**src/rtl/mem_stage_if.sv**
```systemverilog
// Data-memory port of the LC-3b MEM stage: strobes, address and write data out,
// completion pulse and read data back.
interface mem_stage_if;
    logic        d_read;
    logic        d_write;
    logic [15:0] d_addr;
    logic [15:0] d_wdata;
    logic [1:0]  d_byte_enable;
    logic        d_resp;
    logic [15:0] d_rdata;

    modport master (
        output d_read, d_write, d_addr, d_wdata, d_byte_enable,
        input  d_resp, d_rdata
    );

    modport slave (
        input  d_read, d_write, d_addr, d_wdata, d_byte_enable,
        output d_resp, d_rdata
    );
endinterface

```
**src/rtl/mem_stage.sv**
```systemverilog
// LC-3b memory-access stage: LDR/LDB/STR/STB plus the two-access LDI/STI sequence,
// stalling the pipeline until the data-memory port completes each access.
module mem_stage (
    input  logic        clk,
    input  logic        rst_n,
    input  logic        i_in_valid,
    input  logic [2:0]  i_mem_op,
    input  logic [15:0] i_addr,
    input  logic [15:0] i_store_data,
    output logic        o_stall,
    output logic [15:0] o_mem_rdata,
    output logic [15:0] o_mem_ldb,
    mem_stage_if.master dmem
);

    localparam logic [2:0] OP_NONE = 3'b000;
    localparam logic [2:0] OP_LDR  = 3'b001;
    localparam logic [2:0] OP_LDB  = 3'b010;
    localparam logic [2:0] OP_STR  = 3'b011;
    localparam logic [2:0] OP_STB  = 3'b100;
    localparam logic [2:0] OP_LDI  = 3'b101;
    localparam logic [2:0] OP_STI  = 3'b110;
    localparam logic [2:0] OP_RSV  = 3'b111;

    typedef enum logic [1:0] {S_IDLE, S_IND, S_ACC, S_DONE} state_t;

    state_t      r_state;
    logic        r_d_read;
    logic        r_d_write;
    logic [15:0] r_d_addr;
    logic [15:0] r_d_wdata;
    logic [1:0]  r_d_be;
    logic [15:0] r_mem_rdata;
    logic [15:0] r_mem_ldb;

    logic        w_mop;
    logic        w_ind;
    logic        w_store;
    logic        w_byte;
    logic        w_go_ind;
    logic        w_go_acc;
    logic [15:0] w_acc_a;
    logic [15:0] w_acc_addr;
    logic [15:0] w_acc_wdata;
    logic [1:0]  w_acc_be;

    always_comb begin
        w_mop   = i_in_valid && (i_mem_op != OP_NONE) && (i_mem_op != OP_RSV);
        w_ind   = (i_mem_op == OP_LDI) || (i_mem_op == OP_STI);
        w_store = (i_mem_op == OP_STR) || (i_mem_op == OP_STB) || (i_mem_op == OP_STI);
        w_byte  = (i_mem_op == OP_LDB) || (i_mem_op == OP_STB);

        w_go_ind = (r_state == S_IDLE) && w_mop && w_ind;
        w_go_acc = ((r_state == S_IDLE) && w_mop && !w_ind) ||
                   ((r_state == S_IND) && dmem.d_resp);

        // The final access of LDI/STI targets the pointer arriving on d_rdata.
        w_acc_a     = (r_state == S_IND) ? dmem.d_rdata : i_addr;
        w_acc_addr  = w_byte ? w_acc_a : {w_acc_a[15:1], 1'b0};
        w_acc_wdata = (i_mem_op == OP_STB) ? {2{i_store_data[7:0]}} : i_store_data;
        w_acc_be    = (i_mem_op == OP_STB) ? (w_acc_a[0] ? 2'b10 : 2'b01) : 2'b11;
    end

    assign o_stall = w_mop && (r_state != S_DONE);

    // r_d_addr doubles as the pointer register: on the IND response it is loaded
    // with the fetched pointer and held for the final access.
    always_ff @(posedge clk or negedge rst_n) begin
        if (!rst_n) begin
            r_state     <= S_IDLE;
            r_d_read    <= 1'b0;
            r_d_write   <= 1'b0;
            r_d_addr    <= '0;
            r_d_wdata   <= '0;
            r_d_be      <= 2'b00;
            r_mem_rdata <= '0;
            r_mem_ldb   <= '0;
        end else begin
            unique case (r_state)
                S_IDLE: if (w_mop) r_state <= w_ind ? S_IND : S_ACC;
                S_IND:  if (dmem.d_resp) r_state <= S_ACC;
                S_ACC:  if (dmem.d_resp) r_state <= S_DONE;
                S_DONE: r_state <= S_IDLE;
            endcase

            if (w_go_ind) begin
                r_d_read  <= 1'b1;
                r_d_write <= 1'b0;
                r_d_addr  <= {i_addr[15:1], 1'b0};
                r_d_be    <= 2'b11;
            end else if (w_go_acc) begin
                r_d_read  <= !w_store;
                r_d_write <= w_store;
                r_d_addr  <= w_acc_addr;
                r_d_wdata <= w_acc_wdata;
                r_d_be    <= w_acc_be;
            end else if ((r_state == S_ACC) && dmem.d_resp) begin
                r_d_read  <= 1'b0;
                r_d_write <= 1'b0;
                if ((i_mem_op == OP_LDR) || (i_mem_op == OP_LDI))
                    r_mem_rdata <= dmem.d_rdata;
                if (i_mem_op == OP_LDB)
                    r_mem_ldb <= {8'h00, i_addr[0] ? dmem.d_rdata[15:8] : dmem.d_rdata[7:0]};
            end
        end
    end

    assign dmem.d_read        = r_d_read;
    assign dmem.d_write       = r_d_write;
    assign dmem.d_addr        = r_d_addr;
    assign dmem.d_wdata       = r_d_wdata;
    assign dmem.d_byte_enable = r_d_be;
    assign o_mem_rdata        = r_mem_rdata;
    assign o_mem_ldb          = r_mem_ldb;

endmodule

```
**src/flat_wrapper.sv**
```systemverilog
// flat-port wrapper written by rule: the top's interface ports become plain ports
module mem_stage_flat 
  (clk, rst_n, i_in_valid, i_mem_op, i_addr, i_store_data, o_stall, o_mem_rdata, o_mem_ldb, dmem_d_read, dmem_d_write, dmem_d_addr, dmem_d_wdata, dmem_d_byte_enable, dmem_d_resp, dmem_d_rdata);
  mem_stage_if dmem_i ();
  input  logic clk;
  input  logic rst_n;
  input  logic i_in_valid;
  input  logic [2:0] i_mem_op;
  input  logic [15:0] i_addr;
  input  logic [15:0] i_store_data;
  output logic o_stall;
  output logic [15:0] o_mem_rdata;
  output logic [15:0] o_mem_ldb;
  output wire logic [$bits(dmem_i.d_read)-1:0] dmem_d_read;
  output wire logic [$bits(dmem_i.d_write)-1:0] dmem_d_write;
  output wire logic [$bits(dmem_i.d_addr)-1:0] dmem_d_addr;
  output wire logic [$bits(dmem_i.d_wdata)-1:0] dmem_d_wdata;
  output wire logic [$bits(dmem_i.d_byte_enable)-1:0] dmem_d_byte_enable;
  input wire logic [$bits(dmem_i.d_resp)-1:0] dmem_d_resp;
  input wire logic [$bits(dmem_i.d_rdata)-1:0] dmem_d_rdata;
  assign dmem_d_read = dmem_i.d_read;
  assign dmem_d_write = dmem_i.d_write;
  assign dmem_d_addr = dmem_i.d_addr;
  assign dmem_d_wdata = dmem_i.d_wdata;
  assign dmem_d_byte_enable = dmem_i.d_byte_enable;
  assign dmem_i.d_resp = dmem_d_resp;
  assign dmem_i.d_rdata = dmem_d_rdata;
  mem_stage u_core (.clk(clk), .rst_n(rst_n), .i_in_valid(i_in_valid), .i_mem_op(i_mem_op), .i_addr(i_addr), .i_store_data(i_store_data), .o_stall(o_stall), .o_mem_rdata(o_mem_rdata), .o_mem_ldb(o_mem_ldb), .dmem(dmem_i));
endmodule
```
**config.mk**
```make
export PLATFORM = sky130hd
export DESIGN_NAME = mem_stage_flat
export DESIGN_NICKNAME = d
export VERILOG_FILES = /design/src/rtl/mem_stage_if.sv /design/src/rtl/mem_stage.sv /design/src/flat_wrapper.sv
export SDC_FILE = /design/constraint.sdc
export NUM_CORES = 1
export LEC_CHECK = 0
export CAP_MARGIN = 10
export CORE_MARGIN = 2
export CORE_UTILIZATION = 39
export CTS_CLUSTER_DIAMETER = 50
export DETAILED_ROUTE_END_ITERATION = 10
export HOLD_SLACK_MARGIN = 0.08
export PLACE_DENSITY = 0.82
export REMOVE_ABC_BUFFERS = 1
export SLEW_MARGIN = 5
export SYNTH_ARGS = -nofsm -noshare
export SYNTH_HDL_FRONTEND = slang
export SYNTH_SLANG_ARGS = --single-unit
```
**constraint.sdc**
```tcl
create_clock -name clk -period 2.2 [get_ports clk]
set_input_delay 0.55 -clock clk [delete_from_list [all_inputs] [get_ports clk]]
set_output_delay 0.55 -clock clk [all_outputs]
set_load 0.005 [all_outputs]
```
==> impl_metrics.tcl, run 1 <==
set metrics [dict create \
    status "finished clean" \
    p_switching_uw 1615 \
    nFillCells 616 \
    period_needed_ps 2065 \
    setup_viol 0 \
    synth-edff-count 0 \
    overflow 0 \
    wl_um 7795 \
    viasPerCell 4.930 \
    clock-sinks 62 \
    cp-startpoint "i_mem_op[1]" \
    finalCritPeriodShare_pct 93.85 \
    layout-drive-gt1-share_pct 24.81 \
    yosysUniqueCellTypes 35 \
    intPower_uw 3974 \
    grt_pass1_wl_um 12140 \
    cts_buffers 9 \
    post-dp-hpwl_um 5687 \
    post_dp_cell_area_mm2 0.004389 \
    dp_slack_ps -358.4 \
    yosysSeqAreaShare_pct 51.54 \
    ios 124 \
    htreeDepth 3 \
    wire_per_inst_um 15.68 \
    drtIter0Drc 47 \
    clk_latency_ps 320 \
    switching_share_pct 28.89 \
    cp_max_fo 8 \
    drt-pass1-iter-count 4 \
    hold_viol 0 \
    final_cell_mix "clkdlybuf4s50_1, dfrtp_1, mux2_2, o21ai_0, mux2i_1" \
    mostFrequentLayoutCell "clkdlybuf4s50_1" \
    die_w_um 91.86 \
    worstRegToRegCells 7 \
    required_ps 2410 \
    cts_hold_buf 0 \
    clk_pin_slew_ps 70 \
    synth_seq_cells 62 \
    grt_usage_pct 18.23 \
    area_growth_pct 55.78 \
    grt_max_degree 33 \
    p_leak_uw 0.002001 \
    grt_pass1_vias 2631 \
    cp-end-kind "flip-flop" \
    finClkSkew_ps 6.028 \
    postSynthCellCount 255 \
    maxCapViolations 0 \
    cp_data_arrival_time_ps 2270 \
    final_net_count 451 \
    cp-start-kind "input port" \
    start_util_pct 39.57 \
    die_h_um 91.86 \
    p_seq_share_pct 35.3 \
    dieArea_mm2 0.008437 \
    synth_flop_cell "dfrtp_1" \
    cts_root_buf "clkbuf_8" \
    p_clk_share_pct 19.7 \
    place_congestion 0.8265 \
    synth_warnings 0 \
    async_flop_share_pct 100.0 \
    core_area_mm2 0.007607 \
    rsz0062_at_grt "false" \
    register_area_mm2 0.001551 \
    drc 0 \
    worstReg2RegEnd "u_core.o_mem_ldb[4]$_DFFE_PN0P_" \
    multi_input_area_mm2 0.001339 \
    fmax_mhz 484.3 \
    clockBufferDepth 2 \
    r2r-start "u_core.r_state[0]$_DFFE_PN0P_" \
    rows 32 \
    syn_area_mm2 0.003010 \
    antenna_left 0 \
    io_buffer_count 115 \
    cts_tree "done" \
    route.vias.total 2450 \
    worst_slack_ps 135.4 \
    ir_drop_mv 0.5749 \
    drv_slew 0 \
    antenna_cells 0 \
    antenna_found_initial 0 \
    power_frac_comb_pct 45.0 \
    r2r_slack_ps 160 \
    worstHoldPathType "in -> async" \
    design_area_mm2 0.004690 \
    worstSetupPathType "in -> reg" \
    syn_area_per_cell_um2 11.81 \
    powerDensity_mw_per_mm2 1192 \
]
## cells by family (layout without fill, tap and decap cells)
family	count (synthesis)	in the layout	synth area share (%)
xor+xnor	2	2	0.5820
flops	62	62	51.54
simple gates	51	51	8.355
mux	67	67	24.27
other cells	1	8	0.1246
compound gates	38	38	6.982
fa+ha+maj	5	5	2.078
buf+inv	29	162	6.068
## registers in the layout, indices dropped and copies added (netlist names)
name and flops:
u_core.dmem.d_wdata 16, u_core.dmem.d_read 1, u_core.r_state 2, u_core.dmem.d_write 1, u_core.dmem.d_addr 16, u_core.o_mem_ldb 8
u_core.o_mem_rdata 16, u_core.dmem.d_byte_enable 2
## power by group through the flow
stage	Clock (uW)	Sequential (uW)	Combinational, uW
global route	1190	2040	2740
global placement	0	1960	2430
CTS	1140	1980	2520
finish	1100	1970	2510
detailed placement	0	2000	2500
floorplan	0	2020	899
## cell type report
class,count,area share [%]
multi-input cells,171,28.55
inverters,4,0.3202
clock buffers,11,3.228
flip-flops and latches,62,33.08
repair buffers,143,30.60
well taps,102,2.721
clock inverters,4,1.494
## how the worst max path moves through the flow
stage,end,slack (ps),cells past startpoint
detailed placement,o_stall,-360,5
CTS,o_stall,40,6
global placement,o_stall,-310,5
finish,u_core.o_mem_rdata[2]$_DFFE_PN0P_,140,8
floorplan,u_core.o_mem_ldb[1]$_DFFE_PN0P_,-940,4
global route,u_core.o_mem_ldb[4]$_DFFE_PN0P_,40,7
## per-stage QoR
step | hold WS (ps) | power (uW) | cells | TNS [ps] | util [%]
floorplan | 254.4 | 2914 | 237 | -13620 | -
global placement | 461.0 | 4391 | 477 | -6774 | 57.70
detailed placement | 473.6 | 4502 | 477 | -9964 | 57.70
CTS | 175.7 | 5642 | 496 | 0 | 61.10
global route | 203.1 | 5978 | 497 | 0 | 61.64
finish | 185.0 | 5589 | 497 | 0 | 61.64
## what timing repair did
item,4_1_cts,5_1_grt
pin swaps,2,1
setup buffers,4,0
cloned,0,1
setup endpoints to repair,1,14
resized for setup,6,8
## synth_stat cells, types with 2 or more instances
cell type / instances / share of area, %
a21oi_1: 5 / 0.83
and2_1: 2 / 0.42
buf_2: 5 / 0.83
buf_4: 9 / 2.2
buf_6: 3 / 1.1
clkbuf_1: 7 / 0.87
dfrtp_1: 62 / 52
ha_1: 5 / 2.1
inv_1: 4 / 0.50
mux2_2: 39 / 15
mux2_4: 2 / 1.0
mux2i_1: 25 / 8.3
nand2_1: 20 / 2.5
nand3_1: 17 / 2.8
nor2_1: 2 / 0.25
nor3_1: 2 / 0.33
o21ai_0: 28 / 4.7
## critical path, cell delays in order
cell,delay (ps)
dlygate4sd2_1,290
or3_4,390
buf_4,150
buf_4,130
nand3_1,90
and2_4,180
clkbuf_16,160
mux2_2,330
## routing by layer
| layer | vias to the layer above | global-route usage [%] | wire (um) |
|---|---|---|---|
| li1 | 1154 | - | - |
| met3 | 6 | 5.916 | 641 |
| met2 | 98 | 32.48 | 3954 |
| met5 | - | 0 | 0 |
| met1 | 1192 | 20.32 | 3150 |
| met4 | 0 | 6.592 | 48 |
(Power assumes the default switching activity.)
==> inputs of run 2 (changes only) <==
--- a/config.mk
+++ b/config.mk
@@ -10,7 +10,9 @@
 export CORE_UTILIZATION = 39
 export CTS_CLUSTER_DIAMETER = 50
 export DETAILED_ROUTE_END_ITERATION = 10
+export GPL_ROUTABILITY_DRIVEN = 0
 export HOLD_SLACK_MARGIN = 0.08
+export MAX_ROUTING_LAYER = met4
 export PLACE_DENSITY = 0.82
 export REMOVE_ABC_BUFFERS = 1
 export SLEW_MARGIN = 5
==> impl_metrics.tcl, run 2 (same netlist as run 1, synthesis figures left out) <==
set metrics [dict create \
    status "finished clean" \
    drt-pass1-iter-count 4 \
    design_area_mm2 0.004690 \
    period_needed_ps 2063 \
    worstSetupPathType "in -> reg" \
    io_buffer_count 115 \
    rows 32 \
    htreeDepth 3 \
    dieArea_mm2 0.008437 \
    ir_drop_mv 0.5752 \
    clk_pin_slew_ps 70 \
    final_cell_mix "clkdlybuf4s50_1, dfrtp_1, mux2_2, o21ai_0, mux2i_1" \
    fmax_mhz 484.7 \
    dp_slack_ps -358.4 \
    finClkSkew_ps 4.924 \
    viasPerCell 4.940 \
    layout-drive-gt1-share_pct 24.81 \
    post_dp_cell_area_mm2 0.004389 \
    clock-sinks 62 \
    overflow 0 \
    cp_data_arrival_time_ps 2270 \
    wl_um 7789 \
    tns_ps 0 \
    grt_pass1_vias 2637 \
    required_ps 2400 \
    ios 124 \
    cts_root_buf "clkbuf_8" \
    postLayoutCoreUtil_pct 61.64 \
    drc 0 \
    cts_buffers 9 \
    cp-start-kind "input port" \
    mostFrequentLayoutCell "clkdlybuf4s50_1" \
    final_net_count 451 \
    powerDensity_mw_per_mm2 1192 \
    setup_viol 0 \
    worstHoldPathType "in -> async" \
    antenna_left 0 \
    antenna_cells 0 \
    maxCapViolations 0 \
    finalCritPeriodShare_pct 93.78 \
    post-dp-hpwl_um 5687 \
    cts_hold_buf 0 \
    antenna_found_initial 0 \
    hold_viol 0 \
    rsz0062_at_grt "false" \
    grt_max_degree 33 \
    core_area_mm2 0.007607 \
    drv_slew 0 \
    grt_usage_pct 18.70 \
    clockBufferDepth 2 \
    drtIter0Drc 50 \
    nFillCells 616 \
    clk_latency_ps 320 \
    multi_input_area_mm2 0.001339 \
    cts_tree "done" \
    cp_max_fo 2 \
    worst_slack_ps 136.9 \
    route.vias.total 2455 \
    wire_per_inst_um 15.67 \
    die_w_um 91.86 \
    cp-end-kind "flip-flop" \
    area_growth_pct 55.78 \
    die_h_um 91.86 \
    p_leak_uw 0.002001 \
    grt_pass1_wl_um 12120 \
    register_area_mm2 0.001551 \
    start_util_pct 39.57 \
]
run 2: cell type report:
type / instances / area share [%]
inverter: 4 / 0.3202
multi-input combinational: 171 / 28.55
tap: 102 / 2.721
timing repair buffer: 143 / 30.60
sequential: 62 / 33.08
clock inverter: 4 / 1.494
clock buffer: 11 / 3.228
run 2: repair_timing:
item / CTS / global route
gates resized for setup: 6 / 8
setup buffers: 4 / 0
pin swaps: 2 / 1
endpoints found under the setup margin: 1 / 15
cloned: 0 / 1
run 2: stage by stage:
step / instances / hold WS, ps / power, uW
floorplan: 237 / 254.4 / 2914
detailed placement: 477 / 473.6 / 4502
global route: 497 / 205.0 / 5975
CTS: 496 / 175.7 / 5642
global placement: 477 / 461.0 / 4391
finish: 497 / 184.7 / 5589
run 2: critical path, stage by stage:
cell and delay, ps:
clkdlybuf4s50_1 520, nand3_2 120, buf_4 150, buf_4 120, buf_4 120, buf_4 130, a21oi_2 200, mux2_2 360
run 2: path summary, 6_finish.rpt:
check	startpoint	endpoint	slack, ps	depth (start not counted)
setup / recovery	i_in_valid	u_core.r_state[0]$_DFFE_PN0P_	140	8
hold / removal	rst_n	u_core.o_mem_rdata[11]$_DFFE_PN0P_	180	1
setup reg to reg	u_core.r_state[0]$_DFFE_PN0P_	u_core.o_mem_ldb[4]$_DFFE_PN0P_	160	7
hold reg to reg	u_core.dmem.d_addr[9]$_DFFE_PN0P_	u_core.dmem.d_addr[9]$_DFFE_PN0P_	480	2
max in group asynchronous	rst_n	u_core.dmem.d_wdata[15]$_DFFE_PN0P_	1460	2
min in group clk	u_core.dmem.d_addr[9]$_DFFE_PN0P_	u_core.dmem.d_addr[9]$_DFFE_PN0P_	480	2
run 2: per-layer routing:
metal  global-route usage (%)  vias to the layer above  part of all wire [%]
met5                        -                        -                     0
met4                    6.592                        0                  0.59
met3                    5.259                        6                   7.6
met2                    32.48                      101                    51
met1                    20.64                     1195                    41
li1                         -                     1153                     -
run 2: power breakdown:
group	switching [uW]	total (uW)	internal (uW)
Combinational	920	2520	1600
Sequential	285	1970	1690
Clock	410	1100	690
Total	1610	5590	3970
==> inputs of run 3 (changes only) <==
--- a/config.mk
+++ b/config.mk
@@ -7,13 +7,13 @@
 export LEC_CHECK = 0
 export CAP_MARGIN = 10
 export CORE_MARGIN = 2
-export CORE_UTILIZATION = 39
+export CORE_UTILIZATION = 35
 export CTS_CLUSTER_DIAMETER = 50
 export DETAILED_ROUTE_END_ITERATION = 10
 export GPL_ROUTABILITY_DRIVEN = 0
 export HOLD_SLACK_MARGIN = 0.08
 export MAX_ROUTING_LAYER = met4
-export PLACE_DENSITY = 0.82
+export PLACE_DENSITY = 0.75
 export REMOVE_ABC_BUFFERS = 1
 export SLEW_MARGIN = 5
 export SYNTH_ARGS = -nofsm -noshare
==> impl_metrics.tcl, run 3 (same netlist as run 1, synthesis figures left out) <==
set metrics [dict create \
    p_switching_uw 1613 \
    antenna_cells 0 \
    grt_pass1_wl_um 12420 \
    crit_path_max_incr_delay_ps 400 \
    area_growth_pct 53.53 \
    clk_pin_slew_ps 70 \
    r2r_slack_ps 160 \
    worstHoldPathType "in -> async" \
    period_needed_ps 2133 \
    maxCapViolations 0 \
    cp-end-kind "primary output" \
    core_area_mm2 0.008258 \
    finalCritPeriodShare_pct 96.94 \
    clk_latency_ps 330 \
    overflow 0 \
    die_w_um 96.74 \
    fmax_mhz 468.9 \
    required_ps 1650 \
    route.vias.total 2408 \
    ir_drop_mv 0.7285 \
    mostFrequentLayoutCell "clkdlybuf4s50_1" \
    crit_family "simple AND/OR/NAND/NOR gates" \
    dieArea_mm2 0.009359 \
    setup_viol 0 \
    tns_ps 0 \
    hold_viol 0 \
    wire_per_inst_um 14.90 \
    finClkSkew_ps 9.158 \
    layout-drive-gt1-share_pct 22.84 \
    r2r-start "u_core.r_state[1]$_DFFE_PN0P_" \
    drt-pass1-iter-count 4 \
    crit_chain "dlygate4sd2_1 -> or3_4 -> nand3_2 -> nor2_1 -> dlygate4sd2_1" \
    status "finished clean" \
    p_seq_share_pct 36.1 \
    viasPerCell 4.826 \
    cts_root_buf "clkbuf_8" \
    grt_usage_pct 17.02 \
    worstReg2RegEnd "u_core.o_mem_rdata[15]$_DFFE_PN0P_" \
    antenna_found_initial 0 \
    htreeDepth 3 \
    antenna_left 0 \
    start_util_pct 36.45 \
    post-dp-hpwl_um 5459 \
    power_frac_comb_pct 45.5 \
    worstRegToRegCells 7 \
    rsz0062_at_grt "false" \
    postLayoutCoreUtil_pct 55.97 \
    rows 33 \
    cts_hold_buf 0 \
    switching_share_pct 29.46 \
    clockBufferDepth 2 \
    cpMostUsedCell "dlygate4sd2_1" \
    p_leak_uw 0.001969 \
    path_buf_inv 2 \
    intPower_uw 3862 \
    cp_data_arrival_time_ps 1580 \
    cts_tree "done" \
    io_buffer_count 115 \
    final_net_count 450 \
    wl_um 7435 \
    grt_max_degree 63 \
    clock-sinks 62 \
    crit_path_top_delay_cell "or3_4" \
    worstSetupPathType "in -> out" \
    ios 124 \
    grt_pass1_vias 2475 \
    die_h_um 96.74 \
    p_clk_share_pct 18.4 \
    final_cell_mix "clkdlybuf4s50_1, dfrtp_1, mux2_2, o21ai_0, mux2i_1" \
    drc 0 \
    powerDensity_mw_per_mm2 1184 \
    drv_slew 0 \
    cp-start-kind "input port" \
    cp_max_fo 3 \
    drtIter0Drc 41 \
    cts_buffers 9 \
    nFillCells 711 \
]
[run 3: cell count changes in the layout (fill, tap and decap cells not counted), sizes merged]
| cell | change |
|---|---|
| dlygate4sd2 | +2 |
| bufinv | -1 |
| clkbuf | -1 |
| dlymetal6s2s | -1 |
[run 3: metal layers]
metal	global-route usage (%)	up-vias	share of wire, %
met1	20.57	1131	45
met3	6.069	8	7.4
met4	6.392	0	1.0
li1	-	1157	-
met2	26.28	112	47
met5	-	-	0
[run 3: worst max path at each step]
stage	startpoint	endpoint	slack [ps]	cells after the start
detailed placement	i_mem_op[1]	o_stall	-340	5
floorplan	i_mem_op[2]	u_core.o_mem_ldb[1]$_DFFE_PN0P_	-940	4
global placement	i_mem_op[1]	o_stall	-310	5
global route	i_mem_op[0]	o_stall	40	5
CTS	i_mem_op[0]	o_stall	70	5
finish	i_mem_op[0]	o_stall	70	5
[run 3: power groups by stage]
| stage | logic, uW | registers, uW | clock network (uW) |
|---|---|---|---|
| 6_report | 2490 | 1980 | 1010 |
| 3_3_place_gp | 2470 | 1970 | 0 |
| 2_1_floorplan | 899 | 2020 | 0 |
| 4_1_cts | 2530 | 1980 | 1060 |
| 3_5_place_dp | 2520 | 2000 | 0 |
| 5_1_grt | 2710 | 2050 | 1100 |
[run 3: what timing repair did]
action	4_1_cts	5_1_grt
endpoints found under the setup margin	1	0
resized for setup	5	0
buffers inserted	1	0
hold endpoints to repair	0	0
[run 3: layout make-up]
class                   instances  area, um2  area share [%]
well taps                     105      131.4           2.842
clock buffers                  12      155.1           3.357
inverters                       4      15.01          0.3249
repair buffers                142       1406           30.43
multi-input cells             171       1319           28.53
clock inverters                 3      43.79          0.9475
flip-flops and latches         62       1551           33.57
[run 3: worst register-to-register path: stages, from the launching register on]
cell and delay, ps:
dfrtp_1 390, inv_1 100, ha_1 220, and2_0 200, nor4b_1 270, and2_1 200
buf_12 160, mux2_2 360
[run 3: stage by stage]
step / instances / worst slack, ps / cell area (um2) / total power (uW) / hold WS, ps
4_1_cts: 499 / 73.45 / 4622 / 5566 / 206.7
6_report: 499 / 67.28 / 4622 / 5475 / 212.1
3_5_place_dp: 483 / -335.1 / 4415 / 4520 / 470.6
3_3_place_gp: 483 / -312.9 / 4415 / 4440 / 463.5
2_1_floorplan: 237 / -937.7 / 2869 / 2914 / 254.4
5_1_grt: 499 / 35.38 / 4622 / 5860 / 231.3
